### config.mk
export PLATFORM = sky130hd
export DESIGN_NAME = ex_stage_md
export DESIGN_NICKNAME = d
export VERILOG_FILES = /design/src/rtl/ex_stage_md_pkg.sv /design/src/rtl/ex_stage_md_div_iter.sv /design/src/rtl/ex_stage_md.sv
export SDC_FILE = /design/constraint.sdc
export NUM_CORES = 2
export LEC_CHECK = 0
export BUFFER_PORTS_ARGS = -buffer_cell sky130_fd_sc_hd__buf_2
export CAP_MARGIN = 0
export CELL_PAD_IN_SITES_DETAIL_PLACEMENT = 1
export CELL_PAD_IN_SITES_GLOBAL_PLACEMENT = 1
export CORE_AREA = 2 2 426 302
export DETAILED_ROUTE_END_ITERATION = 10
export DIE_AREA = 0 0 428 304
export PLACE_DENSITY_LB_ADDON = 0.1
export SLEW_MARGIN = 20
export SYNTH_ARGS = -nofsm -noshare
export SYNTH_HDL_FRONTEND = slang
export SYNTH_SLANG_ARGS = --single-unit
### constraint.sdc
create_clock -name clk -period 9.5 [get_ports clk]
set_input_delay 0.95 -clock clk [delete_from_list [all_inputs] [get_ports clk]]
set_output_delay 0.95 -clock clk [all_outputs]
set_load 0.1 [all_outputs]
### src/rtl/ex_stage_md_pkg.sv
// ex_stage_md_pkg: aluop/alusel codes and divider state encoding shared by the execute stage.
package ex_stage_md_pkg;

    localparam logic [7:0] EXE_NOP_OP   = 8'b0000_0000;
    localparam logic [7:0] EXE_AND_OP   = 8'b0010_0100;
    localparam logic [7:0] EXE_OR_OP    = 8'b0010_0101;
    localparam logic [7:0] EXE_XOR_OP   = 8'b0010_0110;
    localparam logic [7:0] EXE_NOR_OP   = 8'b0010_0111;
    localparam logic [7:0] EXE_SLL_OP   = 8'b0111_1100;
    localparam logic [7:0] EXE_SRL_OP   = 8'b0000_0010;
    localparam logic [7:0] EXE_SRA_OP   = 8'b0000_0011;
    localparam logic [7:0] EXE_ADD_OP   = 8'b0010_0000;
    localparam logic [7:0] EXE_ADDU_OP  = 8'b0010_0001;
    localparam logic [7:0] EXE_SUB_OP   = 8'b0010_0010;
    localparam logic [7:0] EXE_SUBU_OP  = 8'b0010_0011;
    localparam logic [7:0] EXE_SLT_OP   = 8'b0010_1010;
    localparam logic [7:0] EXE_SLTU_OP  = 8'b0010_1011;
    localparam logic [7:0] EXE_MFHI_OP  = 8'b0001_0000;
    localparam logic [7:0] EXE_MTHI_OP  = 8'b0001_0001;
    localparam logic [7:0] EXE_MFLO_OP  = 8'b0001_0010;
    localparam logic [7:0] EXE_MTLO_OP  = 8'b0001_0011;
    localparam logic [7:0] EXE_MULT_OP  = 8'b0001_1000;
    localparam logic [7:0] EXE_MULTU_OP = 8'b0001_1001;
    localparam logic [7:0] EXE_DIV_OP   = 8'b0001_1010;
    localparam logic [7:0] EXE_DIVU_OP  = 8'b0001_1011;

    localparam logic [2:0] EXE_RES_NOP   = 3'b000;
    localparam logic [2:0] EXE_RES_LOGIC = 3'b001;
    localparam logic [2:0] EXE_RES_SHIFT = 3'b010;
    localparam logic [2:0] EXE_RES_MOVE  = 3'b011;
    localparam logic [2:0] EXE_RES_ARITH = 3'b100;

    typedef enum logic [1:0] {
        DIV_IDLE = 2'd0,
        DIV_BUSY = 2'd1,
        DIV_DONE = 2'd2
    } div_state_e;

endpackage

### src/rtl/ex_stage_md_div_iter.sv
// div_iter: radix-2 restoring divider, one quotient bit per cycle, with abort and signed mode.
module div_iter
    import ex_stage_md_pkg::*;
#(
    parameter int XLEN = 32
) (
    input  logic            clk,
    input  logic            rst_n,
    input  logic            abort,
    input  logic            start,
    input  logic            sign_sel,
    input  logic [XLEN-1:0] dividend,
    input  logic [XLEN-1:0] divisor,
    output logic            busy,
    output logic            done,
    output logic [XLEN-1:0] quotient,
    output logic [XLEN-1:0] remainder
);
    localparam int CW = $clog2(XLEN);

    div_state_e      state, state_nx;
    logic [CW-1:0]   cnt;
    logic [XLEN-1:0] r, q, d, a_mag, b_mag, r_nx, q_nx;
    logic [XLEN:0]   tmp, diff;
    logic            a_neg, b_neg, neg_q, neg_r, ge;

    assign a_neg = sign_sel & dividend[XLEN-1];
    assign b_neg = sign_sel & divisor[XLEN-1];
    assign a_mag = a_neg ? -dividend : dividend;
    assign b_mag = b_neg ? -divisor : divisor;

    // no borrow out of the trial subtraction means the shifted remainder covers the divisor
    assign tmp  = {r, q[XLEN-1]};
    assign diff = tmp - {1'b0, d};
    assign ge   = ~diff[XLEN];
    assign r_nx = ge ? diff[XLEN-1:0] : tmp[XLEN-1:0];
    assign q_nx = {q[XLEN-2:0], ge};

    always_comb begin
        state_nx = state;
        case (state)
            DIV_IDLE: state_nx = start ? DIV_BUSY : DIV_IDLE;
            DIV_BUSY: state_nx = (cnt == CW'(XLEN - 1)) ? DIV_DONE : DIV_BUSY;
            DIV_DONE: state_nx = DIV_IDLE;
            default:  state_nx = DIV_IDLE;
        endcase
    end

    always_ff @(posedge clk) begin
        if (!rst_n || abort) begin
            state <= DIV_IDLE;
            cnt   <= '0;
        end else begin
            state <= state_nx;
            if (state == DIV_IDLE && start) begin
                r     <= '0;
                q     <= a_mag;
                d     <= b_mag;
                neg_q <= a_neg ^ b_neg;
                neg_r <= a_neg;
                cnt   <= '0;
            end else if (state == DIV_BUSY) begin
                r   <= r_nx;
                q   <= q_nx;
                cnt <= cnt + 1'b1;
            end
        end
    end

    assign busy      = (state == DIV_IDLE && start) || state == DIV_BUSY;
    assign done      = state == DIV_DONE;
    assign quotient  = neg_q ? -q : q;
    assign remainder = neg_r ? -r : r;

endmodule

### src/rtl/ex_stage_md.sv
// ex_stage_md: MIPS execute stage with logic/shift/arith/move paths, HI/LO, multiplier and iterative divider.
module ex_stage_md
    import ex_stage_md_pkg::*;
#(
    parameter int XLEN     = 32,
    parameter int RADDR_W  = 5,
    parameter int ALUOP_W  = 8,
    parameter int ALUSEL_W = 3
) (
    input  logic                clk,
    input  logic                rst_n,
    input  logic                flush,
    input  logic                valid_in,
    input  logic [ALUSEL_W-1:0] alusel_in,
    input  logic [ALUOP_W-1:0]  aluop_in,
    input  logic [XLEN-1:0]     reg1_in,
    input  logic [XLEN-1:0]     reg2_in,
    input  logic [RADDR_W-1:0]  w_reg_addr_in,
    input  logic                w_reg_en_in,
    output logic [RADDR_W-1:0]  w_reg_addr_out,
    output logic [XLEN-1:0]     w_reg_data_out,
    output logic                w_reg_en_out,
    output logic                stall_req,
    output logic [XLEN-1:0]     hi_out,
    output logic [XLEN-1:0]     lo_out
);
    localparam int SH_W = $clog2(XLEN);

    logic [XLEN-1:0]   hi, lo, logic_res, shift_res, arith_res, move_res, res, div_q, div_r;
    logic [2*XLEN-1:0] mul_a, mul_b, prod;
    logic [SH_W-1:0]   shamt;
    logic              issue, mul_op, mul_signed, div_op, div_zero, div_start, div_busy, div_done;

    assign issue      = valid_in & ~flush;
    assign shamt      = reg1_in[SH_W-1:0];
    assign mul_op     = aluop_in == EXE_MULT_OP || aluop_in == EXE_MULTU_OP;
    assign mul_signed = aluop_in == EXE_MULT_OP;
    assign div_op     = aluop_in == EXE_DIV_OP || aluop_in == EXE_DIVU_OP;
    assign div_zero   = reg2_in == '0;
    assign div_start  = issue & div_op & ~div_zero;

    // sign-extending to full product width makes one unsigned multiply serve both MULT and MULTU
    assign mul_a = {{XLEN{mul_signed & reg1_in[XLEN-1]}}, reg1_in};
    assign mul_b = {{XLEN{mul_signed & reg2_in[XLEN-1]}}, reg2_in};
    assign prod  = mul_a * mul_b;

    div_iter #(.XLEN(XLEN)) u_div (
        .clk       (clk),
        .rst_n     (rst_n),
        .abort     (flush),
        .start     (div_start),
        .sign_sel  (aluop_in == EXE_DIV_OP),
        .dividend  (reg1_in),
        .divisor   (reg2_in),
        .busy      (div_busy),
        .done      (div_done),
        .quotient  (div_q),
        .remainder (div_r)
    );

    always_ff @(posedge clk) begin
        if (!rst_n) begin
            hi <= '0;
            lo <= '0;
        end else if (div_done && !flush) begin
            hi <= div_r;
            lo <= div_q;
        end else if (issue) begin
            if (mul_op) begin
                hi <= prod[2*XLEN-1:XLEN];
                lo <= prod[XLEN-1:0];
            end else if (aluop_in == EXE_MTHI_OP) begin
                hi <= reg1_in;
            end else if (aluop_in == EXE_MTLO_OP) begin
                lo <= reg1_in;
            end else if (div_op && div_zero) begin
                hi <= reg1_in;
                lo <= '1;
            end
        end
    end

    always_comb begin
        logic_res = '0;
        case (aluop_in)
            EXE_OR_OP:  logic_res = reg1_in | reg2_in;
            EXE_AND_OP: logic_res = reg1_in & reg2_in;
            EXE_NOR_OP: logic_res = ~(reg1_in | reg2_in);
            EXE_XOR_OP: logic_res = reg1_in ^ reg2_in;
            default:    logic_res = '0;
        endcase
    end

    always_comb begin
        shift_res = '0;
        case (aluop_in)
            EXE_SLL_OP: shift_res = reg2_in << shamt;
            EXE_SRL_OP: shift_res = reg2_in >> shamt;
            EXE_SRA_OP: shift_res = XLEN'($signed(reg2_in) >>> shamt);
            default:    shift_res = '0;
        endcase
    end

    always_comb begin
        arith_res = '0;
        case (aluop_in)
            EXE_ADD_OP, EXE_ADDU_OP: arith_res = reg1_in + reg2_in;
            EXE_SUB_OP, EXE_SUBU_OP: arith_res = reg1_in - reg2_in;
            EXE_SLT_OP:  arith_res = {{(XLEN-1){1'b0}}, $signed(reg1_in) < $signed(reg2_in)};
            EXE_SLTU_OP: arith_res = {{(XLEN-1){1'b0}}, reg1_in < reg2_in};
            default:     arith_res = '0;
        endcase
    end

    always_comb begin
        move_res = '0;
        case (aluop_in)
            EXE_MFHI_OP: move_res = hi;
            EXE_MFLO_OP: move_res = lo;
            default:     move_res = '0;
        endcase
    end

    always_comb begin
        res = '0;
        case (alusel_in)
            EXE_RES_LOGIC: res = logic_res;
            EXE_RES_SHIFT: res = shift_res;
            EXE_RES_ARITH: res = arith_res;
            EXE_RES_MOVE:  res = move_res;
            default:       res = '0;
        endcase
    end

    assign stall_req      = rst_n & div_busy;
    assign w_reg_data_out = rst_n ? res : '0;
    assign w_reg_en_out   = rst_n & valid_in & w_reg_en_in & ~stall_req;
    assign w_reg_addr_out = w_reg_addr_in;
    assign hi_out         = hi;
    assign lo_out         = lo;

endmodule
==> flow_summary.ini <==
[die]
dieHeight_um = 304
initial_utilization = 0.454
core.rowCount = 110
dieArea_um2 = 130000
core_region_um2 = 127000
io_pins = 188
die_w_um = 428

[grt]
gr-usage-all-layers = 0.434
globalRoute.totalOverflow = 0
grt_pass1_vias = 56100
globalRouteMet2Util = 0.623
antenna_found_initial = 31
globalRouteMet1Util = 0.619
grt_max_degree = 79
met3_usage = 0.103
global_route.peak_usage_layer = met2
first_pass_grt_wire_length_mm = 408

[logic_synthesis]
yosys_warnings = 0
postSynthCellCount = 6956
post_synth.cell_area_avg_um2 = 8.28
sequential_fraction_of_the_synthesis_area = 0.0758
ys_seq_elements = 169
ys_types = 96
synth_enable_flop_cells = 98
synth_flop_cell = sky130_fd_sc_hd__edfxtp_1
post_synthesis_net_count = 8515
fraction_of_registers_with_async_set_or_reset_after_synthesis = 0
post_synth_instance_area_um2 = 57600

[flow_run]
drv.max_cap_violation_count = 0

[layout]
final_layout_size_suffix_gt1_frac = 0.101
area_growth_syn_to_layout_pct = 9.33
stdcell_count = 8829
postLayoutCoreUtil = 0.497
nNetsFinal = 8678
fillCellCount = 15300

[placement]
placement.io_buffers = 177
worst_setup_slack_after_placement_ns = -0.0631
place.detailed.hpwl_mm = 232
dpl.cell_count = 8780
place_congestion = 1.05

[setup_path]
critical_path.max_fanout = 5
worst_path_largest_cell_delay_ns = 0.55
worst_path_max_delay_cell = sky130_fd_sc_hd__fa_1
worst-setup-path-type = in -> reg
cp_top_family = adder cells
cp_data_arrival_time_ns = 9.63
cpMostUsedCell = sky130_fd_sc_hd__fa_1
r2r.worst_path.cells = 15
cp-start-kind = primary input
critical_path_buffer_and_inverter_count = 11
cp.depth = 36
timing.critical_path.to_type = flip-flop
critPathRequiredTime_ns = 9.96

[clocking]
cts_max_level = 4
tritoncts = yes
cts_hold_buf = 0
cts-root-buf = sky130_fd_sc_hd__clkbuf_16
clock_sink_count = 169
post-cts-setup-buffers = 0
clk_pin_slew_ns = 0.09
cts_resized = 0
largest_buffer_count_on_any_clock_path = 2
cts_made_buffers = 17
clk-insertion-delay-late_ns = 0.52

[timing]
timing_worst_slew_pin_value_ns = 1.21
maxClockFrequency_mhz = 109
grt_setup_unrepaired = no
timing.setup.tns_ns = 0
setup_slack_ns = 0.326
final.min_clock_period_ns = 9.17
report.final.hold_viol_count = 0
final_max_tran_viols = 0
layout_worst_path_cycle_share = 0.966
skew_ns = 0.0242
total_setup_violations_reported_at_the_end_of_the_flow = 0
max-slew-margin-rel = 0.189

[worst_hold_path]
min_path_type = reg -> reg
worst_hold_path.num_cells = 2

[drt]
dr_drc_count = 0
initial_drc_count = 6397
wire_per_inst_um = 31.9
final_antenna_net_count = 0
number_of_vias_per_cell_after_detailed_routing = 6.14
detailroute.via_count = 54200
drtPass1Iterations = 6
total_wirelength_of_the_detailed_routed_design_mm = 282

[run_status]
status = completed
## worst min-delay path, cell delays in order (launching register included)
cell	delay [ns]
sky130_fd_sc_hd__dfxtp_1	0.33
sky130_fd_sc_hd__nand2_1	0.06
sky130_fd_sc_hd__a21oi_1	0.05
## synthesized netlist by cell type, types with 16 or more instances
| library cell | n | area (µm²) |
|---|---|---|
| sky130_fd_sc_hd__o41ai_1 | 18 | 158 |
| sky130_fd_sc_hd__o31ai_1 | 45 | 338 |
| sky130_fd_sc_hd__and3_1 | 24 | 150 |
| sky130_fd_sc_hd__inv_1 | 1287 | 4830 |
| sky130_fd_sc_hd__a21o_1 | 83 | 623 |
| sky130_fd_sc_hd__nand4_1 | 29 | 181 |
| sky130_fd_sc_hd__clkbuf_1 | 334 | 1250 |
| sky130_fd_sc_hd__a22oi_1 | 37 | 278 |
| sky130_fd_sc_hd__edfxtp_1 | 98 | 2940 |
| sky130_fd_sc_hd__nand2b_1 | 26 | 163 |
| sky130_fd_sc_hd__nor4_1 | 17 | 106 |
| sky130_fd_sc_hd__xnor2_1 | 222 | 1940 |
| sky130_fd_sc_hd__a21oi_1 | 301 | 1510 |
| sky130_fd_sc_hd__buf_1 | 98 | 368 |
| sky130_fd_sc_hd__fa_1 | 1128 | 22600 |
| sky130_fd_sc_hd__a211o_1 | 17 | 149 |
| sky130_fd_sc_hd__o221ai_1 | 46 | 403 |
| sky130_fd_sc_hd__o22ai_1 | 47 | 294 |
| sky130_fd_sc_hd__o21ai_0 | 283 | 1420 |
| sky130_fd_sc_hd__nand3_1 | 77 | 385 |
| sky130_fd_sc_hd__a211oi_1 | 35 | 263 |
| sky130_fd_sc_hd__and2_1 | 32 | 200 |
| sky130_fd_sc_hd__ha_1 | 346 | 4330 |
| sky130_fd_sc_hd__mux2i_1 | 113 | 1130 |
| sky130_fd_sc_hd__nand2_1 | 1037 | 3890 |
| sky130_fd_sc_hd__a311oi_1 | 28 | 245 |
| sky130_fd_sc_hd__xor2_1 | 55 | 482 |
| sky130_fd_sc_hd__a31oi_1 | 39 | 244 |
| sky130_fd_sc_hd__o21bai_1 | 20 | 150 |
| sky130_fd_sc_hd__nor3_1 | 54 | 270 |
| sky130_fd_sc_hd__o21a_1 | 19 | 143 |
| sky130_fd_sc_hd__o211ai_1 | 38 | 285 |
| sky130_fd_sc_hd__nor2_1 | 602 | 2260 |
| sky130_fd_sc_hd__dfxtp_1 | 71 | 1420 |
| sky130_fd_sc_hd__a221oi_1 | 16 | 140 |
## final timing paths
kind | startpoint | endpoint | slack [ns]
worst max register to register | u_div.q[31] | u_div.r[3] | 5.15
worst min register to register | lo_out[14] | lo_out[14] | 0.49
worst max-delay path | aluop_in[7] | hi_out[28] | 0.33
worst min-delay path | lo_out[14] | lo_out[14] | 0.49
## registers in the layout (all words and copies together), names as in the netlist
register and cells:
u_div.cnt 5, u_div.neg_q 1, u_div.q 32, u_div.state 2, u_div.neg_r 1, hi_out 32, u_div.d 32, u_div.r 32
lo_out 32
## cell usage in the layout, fill, tap and decap left out, types with 173 or more instances in the layout
cell type                    n
sky130_fd_sc_hd__ha_1      346
sky130_fd_sc_hd__buf_4     409
sky130_fd_sc_hd__nor2_1    596
sky130_fd_sc_hd__nand2_1  1036
sky130_fd_sc_hd__a21oi_1   301
sky130_fd_sc_hd__buf_2     173
sky130_fd_sc_hd__xnor2_1   221
sky130_fd_sc_hd__fa_1     1128
sky130_fd_sc_hd__inv_1    1287
sky130_fd_sc_hd__o21ai_0   282
## kinds of logic after synthesis
logic type / synth area share
AO/OA/AOI/OAI: 0.129
XOR/XNOR: 0.0426
adder cells (fa/ha/maj): 0.467
buffers and inverters: 0.116
flip-flops: 0.0758
multiplexers: 0.0253
AND/OR/NAND/NOR: 0.144
## through the flow
step	hold slack, ns	instance area (µm²)
global placement	0.466	62300
finish	0.489	63000
CTS	0.481	62900
floorplan	0.467	57600
global route	0.530	63000
detailed placement	0.468	62300
## layer usage
| layer | up-vias | share of wire |
|---|---|---|
| li1 | 22200 | - |
| met1 | 28400 | 0.42 |
| met2 | 3076 | 0.41 |
| met3 | 543 | 0.11 |
| met4 | 14 | 0.056 |
| met5 | - | 0.00033 |
## area by class of cell
type                       instances  area (µm²)  area share
clock buffer                      17         425     0.00676
inverter                        1310        4920      0.0781
tap                             1680        2100      0.0334
multi-input combinational       5024       46700       0.741
sequential                       169        4360      0.0693
antenna                           17        42.5    0.000676
timing repair buffer             597        4230      0.0671
clock inverter                    15         203     0.00322
Power is not shown: default switching activity piles up to over one toggle a cycle in this logic, so the estimate is an artifact.
